### config.mk
export PLATFORM = sky130hd
export DESIGN_NAME = pwm_capture_flat
export DESIGN_NICKNAME = d
export VERILOG_FILES = /design/src/rtl/pwm_capture_if.sv /design/src/rtl/pwm_capture.sv /design/src/flat_wrapper.sv
export SDC_FILE = /design/constraint.sdc
export NUM_CORES = 1
export LEC_CHECK = 0
export BUFFER_PORTS_ARGS = -buffer_cell sky130_fd_sc_hd__buf_2
export CORE_AREA = 2 2 105 107
export DETAILED_ROUTE_END_ITERATION = 8
export DIE_AREA = 0 0 107 109
export PLACE_DENSITY = 0.57
export SYNTH_ARGS = -nofsm -noshare
export SYNTH_HDL_FRONTEND = slang
export SYNTH_SLANG_ARGS = --single-unit
export TNS_END_PERCENT = 50
### constraint.sdc
create_clock -name clk -period 3.7 [get_ports clk]
set_input_delay 0.185 -clock clk [delete_from_list [all_inputs] [get_ports clk]]
set_output_delay 0.185 -clock clk [all_outputs]
set_load 0.005 [all_outputs]
### src/rtl/pwm_capture_if.sv
// pwm_capture_if: measurement results from the PWM capture block to its consumer.
interface pwm_capture_if #(parameter int CBITS = 18);
    logic [CBITS:0] high_len;
    logic [CBITS:0] period_len;
    logic [2:0]     duty_code;
    logic           code_ok;
    logic           meas_valid;
    logic           stuck;
    logic           stuck_level;
    modport master (output high_len, period_len, duty_code, code_ok, meas_valid, stuck, stuck_level);
    modport slave  (input  high_len, period_len, duty_code, code_ok, meas_valid, stuck, stuck_level);
endinterface

### src/rtl/pwm_capture.sv
// pwm_capture: measures high time and period of a PWM input and recovers the generator duty code.
module pwm_capture #(parameter int CBITS = 18) (
    input  logic clk,
    input  logic rst,
    input  logic pwm_in,
    pwm_capture_if.master m
);
    typedef enum logic [1:0] {WAIT_RISE, MEAS_HIGH, MEAS_LOW} state_t;
    localparam logic [CBITS:0] frame_len = {1'b1, {CBITS{1'b0}}};
    state_t         state;
    logic           s1, s2, s3;
    logic [CBITS:0] hi_cnt, per_cnt, hi_inc, per_inc;
    logic           rise, fall, per_sat, frame_ok;
    always_comb begin
        rise     = s2 & ~s3;
        fall     = ~s2 & s3;
        per_sat  = &per_cnt;
        hi_inc   = &hi_cnt ? hi_cnt : hi_cnt + 1'b1;
        per_inc  = per_sat ? per_cnt : per_cnt + 1'b1;
        frame_ok = per_cnt == frame_len && hi_cnt[CBITS:CBITS-1] == 2'b00 &&
                   hi_cnt[CBITS-5] && hi_cnt[CBITS-6:0] == '0;
    end
    always_ff @(posedge clk or posedge rst) begin
        if (rst) begin
            s1            <= 1'b0;
            s2            <= 1'b0;
            s3            <= 1'b0;
            state         <= WAIT_RISE;
            hi_cnt        <= '0;
            per_cnt       <= '0;
            m.high_len    <= '0;
            m.period_len  <= '0;
            m.duty_code   <= '0;
            m.code_ok     <= 1'b0;
            m.meas_valid  <= 1'b0;
            m.stuck       <= 1'b0;
            m.stuck_level <= 1'b0;
        end else begin
            s1           <= pwm_in;
            s2           <= s1;
            s3           <= s2;
            m.meas_valid <= 1'b0;
            // a rise beats counter saturation in the same cycle
            if (rise) begin
                if (state == MEAS_LOW) begin
                    m.high_len   <= hi_cnt;
                    m.period_len <= per_cnt;
                    m.duty_code  <= hi_cnt[CBITS-2:CBITS-4];
                    m.code_ok    <= frame_ok;
                    m.meas_valid <= 1'b1;
                end
                hi_cnt  <= {{CBITS{1'b0}}, 1'b1};
                per_cnt <= {{CBITS{1'b0}}, 1'b1};
                m.stuck <= 1'b0;
                state   <= MEAS_HIGH;
            end else if (per_sat) begin
                m.stuck       <= 1'b1;
                m.stuck_level <= s2;
                state         <= WAIT_RISE;
            end else begin
                per_cnt <= per_inc;
                if (state == MEAS_HIGH && s2)
                    hi_cnt <= hi_inc;
                if (state == MEAS_HIGH && fall)
                    state <= MEAS_LOW;
            end
        end
    end
endmodule

### src/flat_wrapper.sv
// flat-port wrapper written by rule: the top's interface ports become plain ports
module pwm_capture_flat 
#(parameter int CBITS = 18)
  (clk, rst, pwm_in, m_high_len, m_period_len, m_duty_code, m_code_ok, m_meas_valid, m_stuck, m_stuck_level);
  pwm_capture_if #(.CBITS(CBITS)) m_i ();
  input  logic clk;
  input  logic rst;
  input  logic pwm_in;
  output wire logic [$bits(m_i.high_len)-1:0] m_high_len;
  output wire logic [$bits(m_i.period_len)-1:0] m_period_len;
  output wire logic [$bits(m_i.duty_code)-1:0] m_duty_code;
  output wire logic [$bits(m_i.code_ok)-1:0] m_code_ok;
  output wire logic [$bits(m_i.meas_valid)-1:0] m_meas_valid;
  output wire logic [$bits(m_i.stuck)-1:0] m_stuck;
  output wire logic [$bits(m_i.stuck_level)-1:0] m_stuck_level;
  assign m_high_len = m_i.high_len;
  assign m_period_len = m_i.period_len;
  assign m_duty_code = m_i.duty_code;
  assign m_code_ok = m_i.code_ok;
  assign m_meas_valid = m_i.meas_valid;
  assign m_stuck = m_i.stuck;
  assign m_stuck_level = m_i.stuck_level;
  pwm_capture #(.CBITS(CBITS)) u_core (.clk(clk), .rst(rst), .pwm_in(pwm_in), .m(m_i));
endmodule
==> results of run 1 <==
==> metal layers <==
metal	track usage, %	wire, um
met1	23.6	4400
met2	25.1	4020
met3	2.57	277
met4	9.09	226
met5	0	0
==> worst reg2reg max path: cells and delay by family (launching register included) <==
family	cells	cell delay, ns
adders and majority gates	1	0.40
DFF	1	0.41
AOI/OAI and AO/OA	2	0.76
and+or+nand+nor	2	0.76
==> through the flow <==
stage	setup slack [ns]	util, %	instance area, sq um	hold WS, ns	power (mW)
after CTS	1.21	44.1	4680	0.0522	2.20
after global routing	1.01	44.1	4680	0.105	2.28
after detailed placement	1.25	41.5	4400	0.297	1.32
after global placement	1.36	41.5	4400	0.293	1.32
after floorplan	1.32	-	4120	0.216	1.24
final	1.20	44.1	4680	0.0256	2.17
==> cell type report <==
cell class	instances	area (sq um)	area share, %
multi-input cells	250	1810	38.7
inverters	9	35.0	0.749
clock inverters	7	146	3.13
repair buffers	50	260	5.57
clock buffers	9	124	2.65
well taps	140	175	3.75
flip-flops and latches	85	2130	45.5
==> cell families (layout without fill, tap and decap cells) <==
logic type / count (synthesis) / in the layout
simple gates: 131 / 131
buf+inv: 36 / 75
fa+ha+maj: 4 / 4
flops: 85 / 85
compound gates: 62 / 62
mux: 39 / 39
xor+xnor: 14 / 14
==> power breakdown <==
group          total (mW)  leakage (nW)  switching [mW]  internal, mW
combinational       0.237         0.885           0.130         0.107
clock               0.868         0.134           0.347         0.521
sequential           1.07          1.16          0.0737         0.995
total                2.17          2.18           0.551          1.62
==> registers in the layout, indices dropped and copies added (netlist names), 2 cells and up <==
signal,count
u_core.hi_cnt,19
u_core.m.duty_code,2
u_core.m.high_len,17
u_core.m.period_len,19
u_core.per_cnt,19
u_core.state,2
==> repair_timing <==
| item | in CTS | in global routing |
|---|---|---|
| setup endpoints to repair | 0 | 0 |
| hold buffers | 1 | 0 |
| endpoints found under the hold margin | 1 | 0 |
| setup buffers | 0 | 0 |
| resized for setup | 0 | 0 |
==> how the worst max path moves through the flow <==
stage,cells past startpoint,endpoint,startpoint
4_1_cts,5,u_core.hi_cnt[3],u_core.per_cnt[1]
5_1_grt,6,u_core.hi_cnt[16],u_core.hi_cnt[1]
2_1_floorplan,1,u_core.hi_cnt[0],rst
3_3_place_gp,5,u_core.hi_cnt[8],u_core.per_cnt[11]
3_5_place_dp,5,u_core.hi_cnt[10],u_core.per_cnt[1]
6_report,5,u_core.hi_cnt[8],u_core.per_cnt[1]
==> placed cells by master, fill, tap and decap left out, drive strengths merged, types with 3 or more instances in the layout <==
| cell | n |
|---|---|
| nor4 | 5 |
| nor2 | 33 |
| and4 | 7 |
| a211oi | 6 |
| clkbuf | 9 |
| or4 | 11 |
| bufinv | 4 |
| a21oi | 18 |
| a31o | 3 |
| buf | 49 |
| nand2 | 21 |
| xnor2 | 7 |
| inv | 9 |
| o211ai | 9 |
| ha | 4 |
| nand4 | 17 |
| and3 | 6 |
| a31oi | 3 |
| nor3 | 6 |
| o2111ai | 4 |
| clkinv | 3 |
| xor2 | 7 |
| mux2 | 38 |
| nand3 | 13 |
| o31ai | 8 |
| o21ai | 7 |
| dfrtp | 85 |
==> summary.txt, run 1 <==
Synth
  – Syn. warnings: 0
  – Yosys cell types: 54
  – Post-synthesis cell area: 4120 sq um
  – Post-synthesis sequential area ratio: 51.7%
  – Post-synth top flop: dfrtp_1
  – Largest family of logic cells by synthesized area: simple AND/OR/NAND/NOR gates
  – Adder-Cell Fraction of Synth Area: 1.22%
  – Top post-synthesis cells by count: dfrtp_1 (85), mux2_2 (38), nor2_1 (33)
  – Cell count after synthesis: 371
  – Most frequent cell after synthesis: dfrtp_1
  – Synth top area share: 51.7%
  – Compound-Gate Fraction of Synth Area: 10.8%
  – EDFF count, synth: 0
  – Yosys top cell by area: dfrtp_1
  – Synthesized flop and latch total: 85
  – Syn_area_per_cell: 11.1 sq um
  – Mux cell area share after synthesis: 10.6%
  – Simple-Gate Fraction of Synth Area: 18.0%
  – Async set-reset flop share out of synthesis: 100%
  – Syn Nets: 378
  – Dominant cells by area after synthesis: dfrtp_1 (52%), mux2_2 (10%), nor2_1 (3.0%)
  – Post-synthesis xor/xnor area fraction: 2.98%

CTS
  – Clock latency at the later pin of the worst-skew pair: 0.38 ns
  – CTS tree: yes
  – CTS Buf Count: 9
  – CTS clk-pin slew, worst paths: 0.10 ns
  – Clock sink count: 85
  – CTS root buf: clkbuf_8
  – CTS Buffer Depth: 2
  – H-Tree Depth: 3

Floorplanning
  – Die width: 107 um
  – # rows: 38
  – Die Y: 109 um
  – IO Pins: 48
  – Initial Util: 38.8%
  – Die ar.: 11700 sq um
  – Core area: 10600 sq um

Routing
  – DRC viols: 0
  – Remaining antenna violation count after routing: 0
  – Drt wl/cell: 16.2 um
  – First-pass DRT Iterations: 4
  – Avg Vias per Cell: 5.53
  – DRT iter0 DRCs: 141
  – Drt total wl: 8930 um
  – Vias: 3041

Cells and area
  – Final Non-Filler Cells: 550
  – Filler Cells Inserted: 1020
  – Diode count: 0
  – Share of cells above drive strength 1: 31.0%
  – Area growth from synthesis to final layout: 13.6%
  – NumNets Final: 412

Timing
  – Time the worst path needs with I/O delays and setup: 2.50 ns
  – Final hold viol count: 0
  – Slew Limit Headroom: 30.9%
  – RSZ-0062 raised after global routing: no
  – F_max: 0.400 GHz
  – Clock skew: 0.0174 ns
  – Slew Limit Fails: 0
  – Worst slew pin tran: 1.04 ns
  – Setup violators final: 0
  – Tcrit/Tclk final: 67.6%
  – Setup TNS: 0 ns

GRT
  – Vias in the first global route: 2944
  – First-pass GRT wire length: 15100 um
  – Largest net degree at the start of global routing: 62
  – Gr usage total: 16.8%
  – GRT overflow: 0
  – Initial antenna violation count: 0

Setup path
  – Setup Crit Path Kind: flop to flop
  – Worst Path Buf+Inv: 0
  – Crit-path cells: ha_1, nand4_1, o21ai_4, or4_2, a21oi_1
  – Slowest cell on crit path: o21ai_4
  – WP data arrival: 2.72 ns
  – Worst path required time: 3.91 ns
  – Max incr delay on CP: 0.70 ns
  – Crit start category: flop
  – Top Family by Delay on Critical Path: compound AO/OA/AOI/OAI gates
  – Flop2flop setup slack: 1.20 ns
  – Reg-to-reg endpoint: u_core.hi_cnt[8]
  – CP endpoint kind: flop
  – Crit path max fanout: 27
  – Crit Reg-Reg Startpoint: u_core.per_cnt[1]
  – R2R depth: 5

Hold path
  – Hold WC Path Type: input port to asynchronous set/reset pin

Status
  – Outcome: complete, no violations

Job
  – Maxcap violations: 0

Pwr
  – Largest vdd supply drop: 0.000187 V
  – Pwr dens: 465 nW/um^2
  – Leak Pwr: 2.18 nW

Placed design
  – Placer congestion estimate: 0.862
  – Post-DP HPWL: 6040 um
  – Dpl cells: 533
  – Port buffer count: 47
No activity file was read; power rests on OpenSTA's default activity.
==> inputs of run 2 (changes only) <==
--- a/config.mk
+++ b/config.mk
@@ -9,7 +9,7 @@
 export CORE_AREA = 2 2 105 107
 export DETAILED_ROUTE_END_ITERATION = 8
 export DIE_AREA = 0 0 107 109
-export PLACE_DENSITY = 0.57
+export PLACE_DENSITY = 0.59
 export SYNTH_ARGS = -nofsm -noshare
 export SYNTH_HDL_FRONTEND = slang
 export SYNTH_SLANG_ARGS = --single-unit
==> constraint.sdc (replaced) <==
create_clock -name clk -period 2.1 [get_ports clk]
set_input_delay 0.105 -clock clk [delete_from_list [all_inputs] [get_ports clk]]
set_output_delay 0.105 -clock clk [all_outputs]
set_load 0.005 [all_outputs]
==> summary.txt, run 2 (synthesized netlist as in run 1, its figures left out) <==
Timing
  – Setup violators final: 0
  – Worst slew pin tran: 0.595 ns
  – Time the worst path needs with I/O delays and setup: 2.03 ns
  – Final hold viol count: 0
  – Worst setup margin: 0.0688 ns
  – F_max: 0.492 GHz
  – Tcrit/Tclk final: 96.7%
  – Slew Limit Headroom: 60.2%
  – RSZ-0062 raised after global routing: no
  – Clock skew: 0.00996 ns
  – Slew Limit Fails: 0

Cells and area
  – Area growth from synthesis to final layout: 21.9%
  – Share of cells above drive strength 1: 38.5%
  – NumNets Final: 465
  – Diode count: 0
  – Final Instance Area: 5020 sq um
  – Biggest regs: u_core.hi_cnt (19), u_core.m.period_len (19), u_core.per_cnt (19)
  – Commonest cells after routing, fill and taps aside: dfrtp_1 (85), buf_4 (51), buf_2 (47)
  – FF+latch area: 2130 sq um
  – Filler Cells Inserted: 1017
  – Most common cell after layout, fill and taps aside: dfrtp_1
  – Final Non-Filler Cells: 600
  – Multi-input logic area: 1800 sq um

CTS
  – CTS Buffer Depth: 2
  – Clock sink count: 85
  – CTS root buf: clkbuf_8
  – CTS clk-pin slew, worst paths: 0.08 ns
  – H-Tree Depth: 3
  – Post-CTS setup repair buffer count: 0
  – Clock latency at the later pin of the worst-skew pair: 0.36 ns
  – CTS tree: yes
  – CTS Buf Count: 9

Floorplanning
  – # rows: 38
  – Die width: 107 um
  – IO Pins: 48
  – Core area: 10600 sq um
  – Die Y: 109 um
  – Initial Util: 38.8%
  – Die ar.: 11700 sq um

Setup path
  – Crit path max fanout: 8
  – Worst path required time: 2.39 ns
  – Setup Crit Path Kind: flop to flop
  – Max incr delay on CP: 0.64 ns
  – Crit-path cells: ha_1, and4_1, nand4_2, nor2_1, buf_4, or4_2, a21oi_2
  – Flop2flop setup slack: 0.07 ns
  – CP endpoint kind: flop
  – WP data arrival: 2.32 ns
  – Slowest cell on crit path: or4_2
  – Crit start category: flop

Placed design
  – Dpl ws: 0.123 ns
  – Dpl cells: 585
  – Placer congestion estimate: 0.866
  – DP Area: 4810 sq um
  – Port buffer count: 47
  – Post-DP HPWL: 6780 um

Job
  – Maxcap violations: 0

GRT
  – Gr usage total: 17.4%
  – GRT overflow: 0
  – Vias in the first global route: 3083
  – Largest net degree at the start of global routing: 44
  – First-pass GRT wire length: 15700 um
  – Initial antenna violation count: 0

Routing
  – Vias: 3214
  – Drt wl/cell: 15.8 um
  – Drt total wl: 9460 um
  – Remaining antenna violation count after routing: 0
  – First-pass DRT Iterations: 6
  – DRC viols: 0
  – Avg Vias per Cell: 5.36
  – DRT iter0 DRCs: 122

Hold path
  – Hold WC Path Type: flop to flop

Status
  – Outcome: complete, no violations

Pwr
  – Leak Pwr: 2.41 nW
  – Largest vdd supply drop: 0.000329 V
  – Power Total: 3.55 mW
  – Pwr dens: 707 nW/um^2
run 2: cell type report:
type	count	share of cell area [%]
clock buffer	11	3.02
clock inverter	2	0.698
inverter	9	0.748
multi-input combinational	250	35.9
sequential	85	42.4
tap	140	3.49
timing repair buffer	103	13.7
run 2: worst max-delay path, delay by kind of cell, from the launching register on:
family	cells	cell delay [ns]
compound gates	1	0.16
buf+inv	1	0.16
simple gates	4	1.03
flops	1	0.39
fa+ha+maj	1	0.21
run 2: stage by stage:
stage / hold slack [ns] / TNS [ns] / utilization [%]
after floorplan: 0.136 / -0.0665 / -
after global placement: 0.209 / 0 / 45.4
after detailed placement: 0.214 / 0 / 45.4
after CTS: 0.354 / 0 / 47.3
after global routing: 0.374 / 0 / 47.3
final: 0.352 / 0 / 47.3
run 2: final timing paths:
| path | cells past startpoint | end | from |
|---|---|---|---|
| max in group asynchronous | 4 | u_core.hi_cnt[4] | rst |
| min reg2reg | 0 | u_core.s2 | u_core.s1 |
| max | 7 | u_core.hi_cnt[6] | u_core.hi_cnt[0] |
| min | 0 | u_core.s2 | u_core.s1 |
| max reg2reg | 7 | u_core.hi_cnt[6] | u_core.hi_cnt[0] |
| min in group asynchronous | 3 | u_core.m.period_len[0] | rst |
run 2: layer usage:
layer | vias to the layer above | routed length (um) | share of wire [%] | global-route usage (%)
li1 | 1542 | - | - | -
met5 | - | 0 | 0 | 0
met4 | 0 | 120 | 1.3 | 7.14
met2 | 56 | 4390 | 46 | 26.8
met1 | 1608 | 4600 | 49 | 24.5
met3 | 8 | 345 | 3.6 | 2.99
run 2: where the power goes:
group	internal, mW	switching (mW)	leakage [nW]
Combinational	0.272	0.318	1.16
Clock	0.593	0.544	0.0971
Sequential	1.75	0.0672	1.16
Total	2.62	0.930	2.41
run 2: timing repair:
action / 4_1_cts / 5_1_grt
resized for setup: 0 / 2
hold buffers: 2 / 0
setup endpoints to repair: 0 / 2
hold endpoints to repair: 25 / 0
==> inputs of run 3 (changes only) <==
--- a/config.mk
+++ b/config.mk
@@ -9,6 +9,7 @@
 export CORE_AREA = 2 2 105 107
 export DETAILED_ROUTE_END_ITERATION = 8
 export DIE_AREA = 0 0 107 109
+export GPL_TIMING_DRIVEN = 0
 export PLACE_DENSITY = 0.59
 export SYNTH_ARGS = -nofsm -noshare
 export SYNTH_HDL_FRONTEND = slang
==> summary.txt, run 3 (synthesized netlist as in run 1, its figures left out) <==
Pwr
  – Leak Pwr: 2.34 nW
  – Largest vdd supply drop: 0.000349 V
  – Pwr dens: 732 nW/um^2

Placed design
  – Dpl cells: 560
  – Port buffer count: 47
  – Placer congestion estimate: 0.887
  – Post-DP HPWL: 6450 um
  – DP Area: 4570 sq um

Floorplanning
  – Initial Util: 38.8%
  – # rows: 38
  – Die Y: 109 um
  – Die width: 107 um
  – IO Pins: 48
  – Die ar.: 11700 sq um
  – Core area: 10600 sq um

Routing
  – DRC viols: 0
  – Remaining antenna violation count after routing: 0
  – Drt wl/cell: 16.5 um
  – Vias: 3187
  – DRT iter0 DRCs: 195
  – Drt total wl: 9800 um
  – Avg Vias per Cell: 5.37
  – First-pass DRT Iterations: 5

Hold path
  – Hold WC Path Type: input port to asynchronous set/reset pin

Cells and area
  – NumNets Final: 455
  – Diode count: 0
  – Area growth from synthesis to final layout: 21.9%
  – Commonest cells after routing, fill and taps aside: dfrtp_1 (77), buf_2 (51), mux2_2 (38)
  – Final Core Density: 47.4%
  – Final Instance Area: 5020 sq um
  – Biggest regs: u_core.hi_cnt (19), u_core.m.period_len (19), u_core.per_cnt (19)
  – Most common cell after layout, fill and taps aside: dfrtp_1
  – Share of cells above drive strength 1: 39.5%
  – Final Non-Filler Cells: 593

Setup path
  – WP data arrival: 2.34 ns
  – Crit start category: flop
  – Crit path max fanout: 10
  – CP endpoint kind: flop
  – Worst path required time: 2.40 ns
  – Setup Crit Path Kind: flop to flop

CTS
  – CTS clk-pin slew, worst paths: 0.09 ns
  – Clock latency at the later pin of the worst-skew pair: 0.37 ns
  – CTS Buffer Depth: 2
  – CTS Buf Count: 9
  – CTS tree: yes
  – CTS root buf: clkbuf_8
  – Clock sink count: 85
  – H-Tree Depth: 3

GRT
  – Gr usage total: 17.9%
  – GRT overflow: 0
  – Initial antenna violation count: 0
  – Met1 Usage GRT: 24.5%
  – M3 GR Usage: 3.35%
  – Routing usage on met2: 27.6%
  – Vias in the first global route: 3078
  – GRT Max-Usage Layer: met2
  – First-pass GRT wire length: 16000 um
  – Largest net degree at the start of global routing: 43

Timing
  – Worst slew pin tran: 0.716 ns
  – Slew Limit Fails: 0
  – Clock skew: 0.0170 ns
  – RSZ-0062 raised after global routing: yes
  – Time the worst path needs with I/O delays and setup: 2.03 ns
  – Tcrit/Tclk final: 96.9%
  – F_max: 0.491 GHz
  – Slew Limit Headroom: 52.0%
  – Setup TNS: 0 ns
  – Setup violators final: 0
  – Hold Worst Slack: 0.207 ns
  – Final hold viol count: 0

Status
  – Outcome: complete, no violations

Job
  – Maxcap violations: 0
[run 3: cell count changes in the layout (fill, tap and decap cells not counted), moves of 2 or more]
cell,before,now
buf_4,51,19
dfrtp_1,85,77
dfrtp_2,0,8
clkbuf_1,0,7
buf_6,1,6
clkbuf_2,0,5
buf_2,47,51
nor2_1,33,29
nor2_2,0,4
ha_1,4,2
[run 3: critical path: stages, from the launching register on]
cell	delay, ns
dfrtp_1	0.42
ha_4	0.19
and4_4	0.23
nand4_4	0.10
nor2_2	0.09
buf_6	0.16
or4_2	0.63
a21oi_2	0.15
[run 3: layout make-up]
class                   instances  area [sq um]
plain buffers                  24           173
clock buffers                  13           169
clock inverters                 3          42.5
fillers                       998          5580
inverters                       9          37.5
multi-input cells             251          1870
flip-flops and latches         85          2140
well taps                     140           175
repair buffers                 68           420
[run 3: where the power goes]
group / total (mW) / switching [mW] / internal, mW
Sequential: 1.83 / 0.0759 / 1.76
Clock: 1.23 / 0.582 / 0.646
Combinational: 0.616 / 0.332 / 0.284
[run 3: worst paths after layout]
kind,startpoint,end,slack (ns),cells after the start
setup reg to reg,u_core.hi_cnt[0],u_core.hi_cnt[3],0.07,7
hold reg to reg,u_core.s1,u_core.s2,0.35,0
max in group asynchronous,rst,u_core.hi_cnt[6],1.40,4
min in group clk,u_core.s1,u_core.s2,0.35,0
hold / removal,rst,u_core.m.period_len[11],0.21,3
setup / recovery,u_core.hi_cnt[0],u_core.hi_cnt[3],0.07,7
[run 3: layer usage]
metal,vias to the layer above,wire length (um)
li1,1528,-
met1,1576,4670
met2,71,4540
met3,12,434
met4,0,157
met5,-,0
[run 3: what timing repair did]
item | in CTS | in global routing
setup endpoints to repair | 58 | 35
hold buffers | 2 | 0
resized for setup | 19 | 17
endpoints found under the hold margin | 86 | 0
cloned | 1 | 1
pin swaps | 2 | 1
setup buffers | 8 | 8
[run 3: stage by stage]
stage / setup slack (ns) / power [mW]
final: 0.0653 / 3.68
after global routing: -0.00222 / 3.86
after CTS: -0.0531 / 3.69
after detailed placement: -0.275 / 2.38
after global placement: -0.268 / 2.36
after floorplan: -0.0665 / 2.18
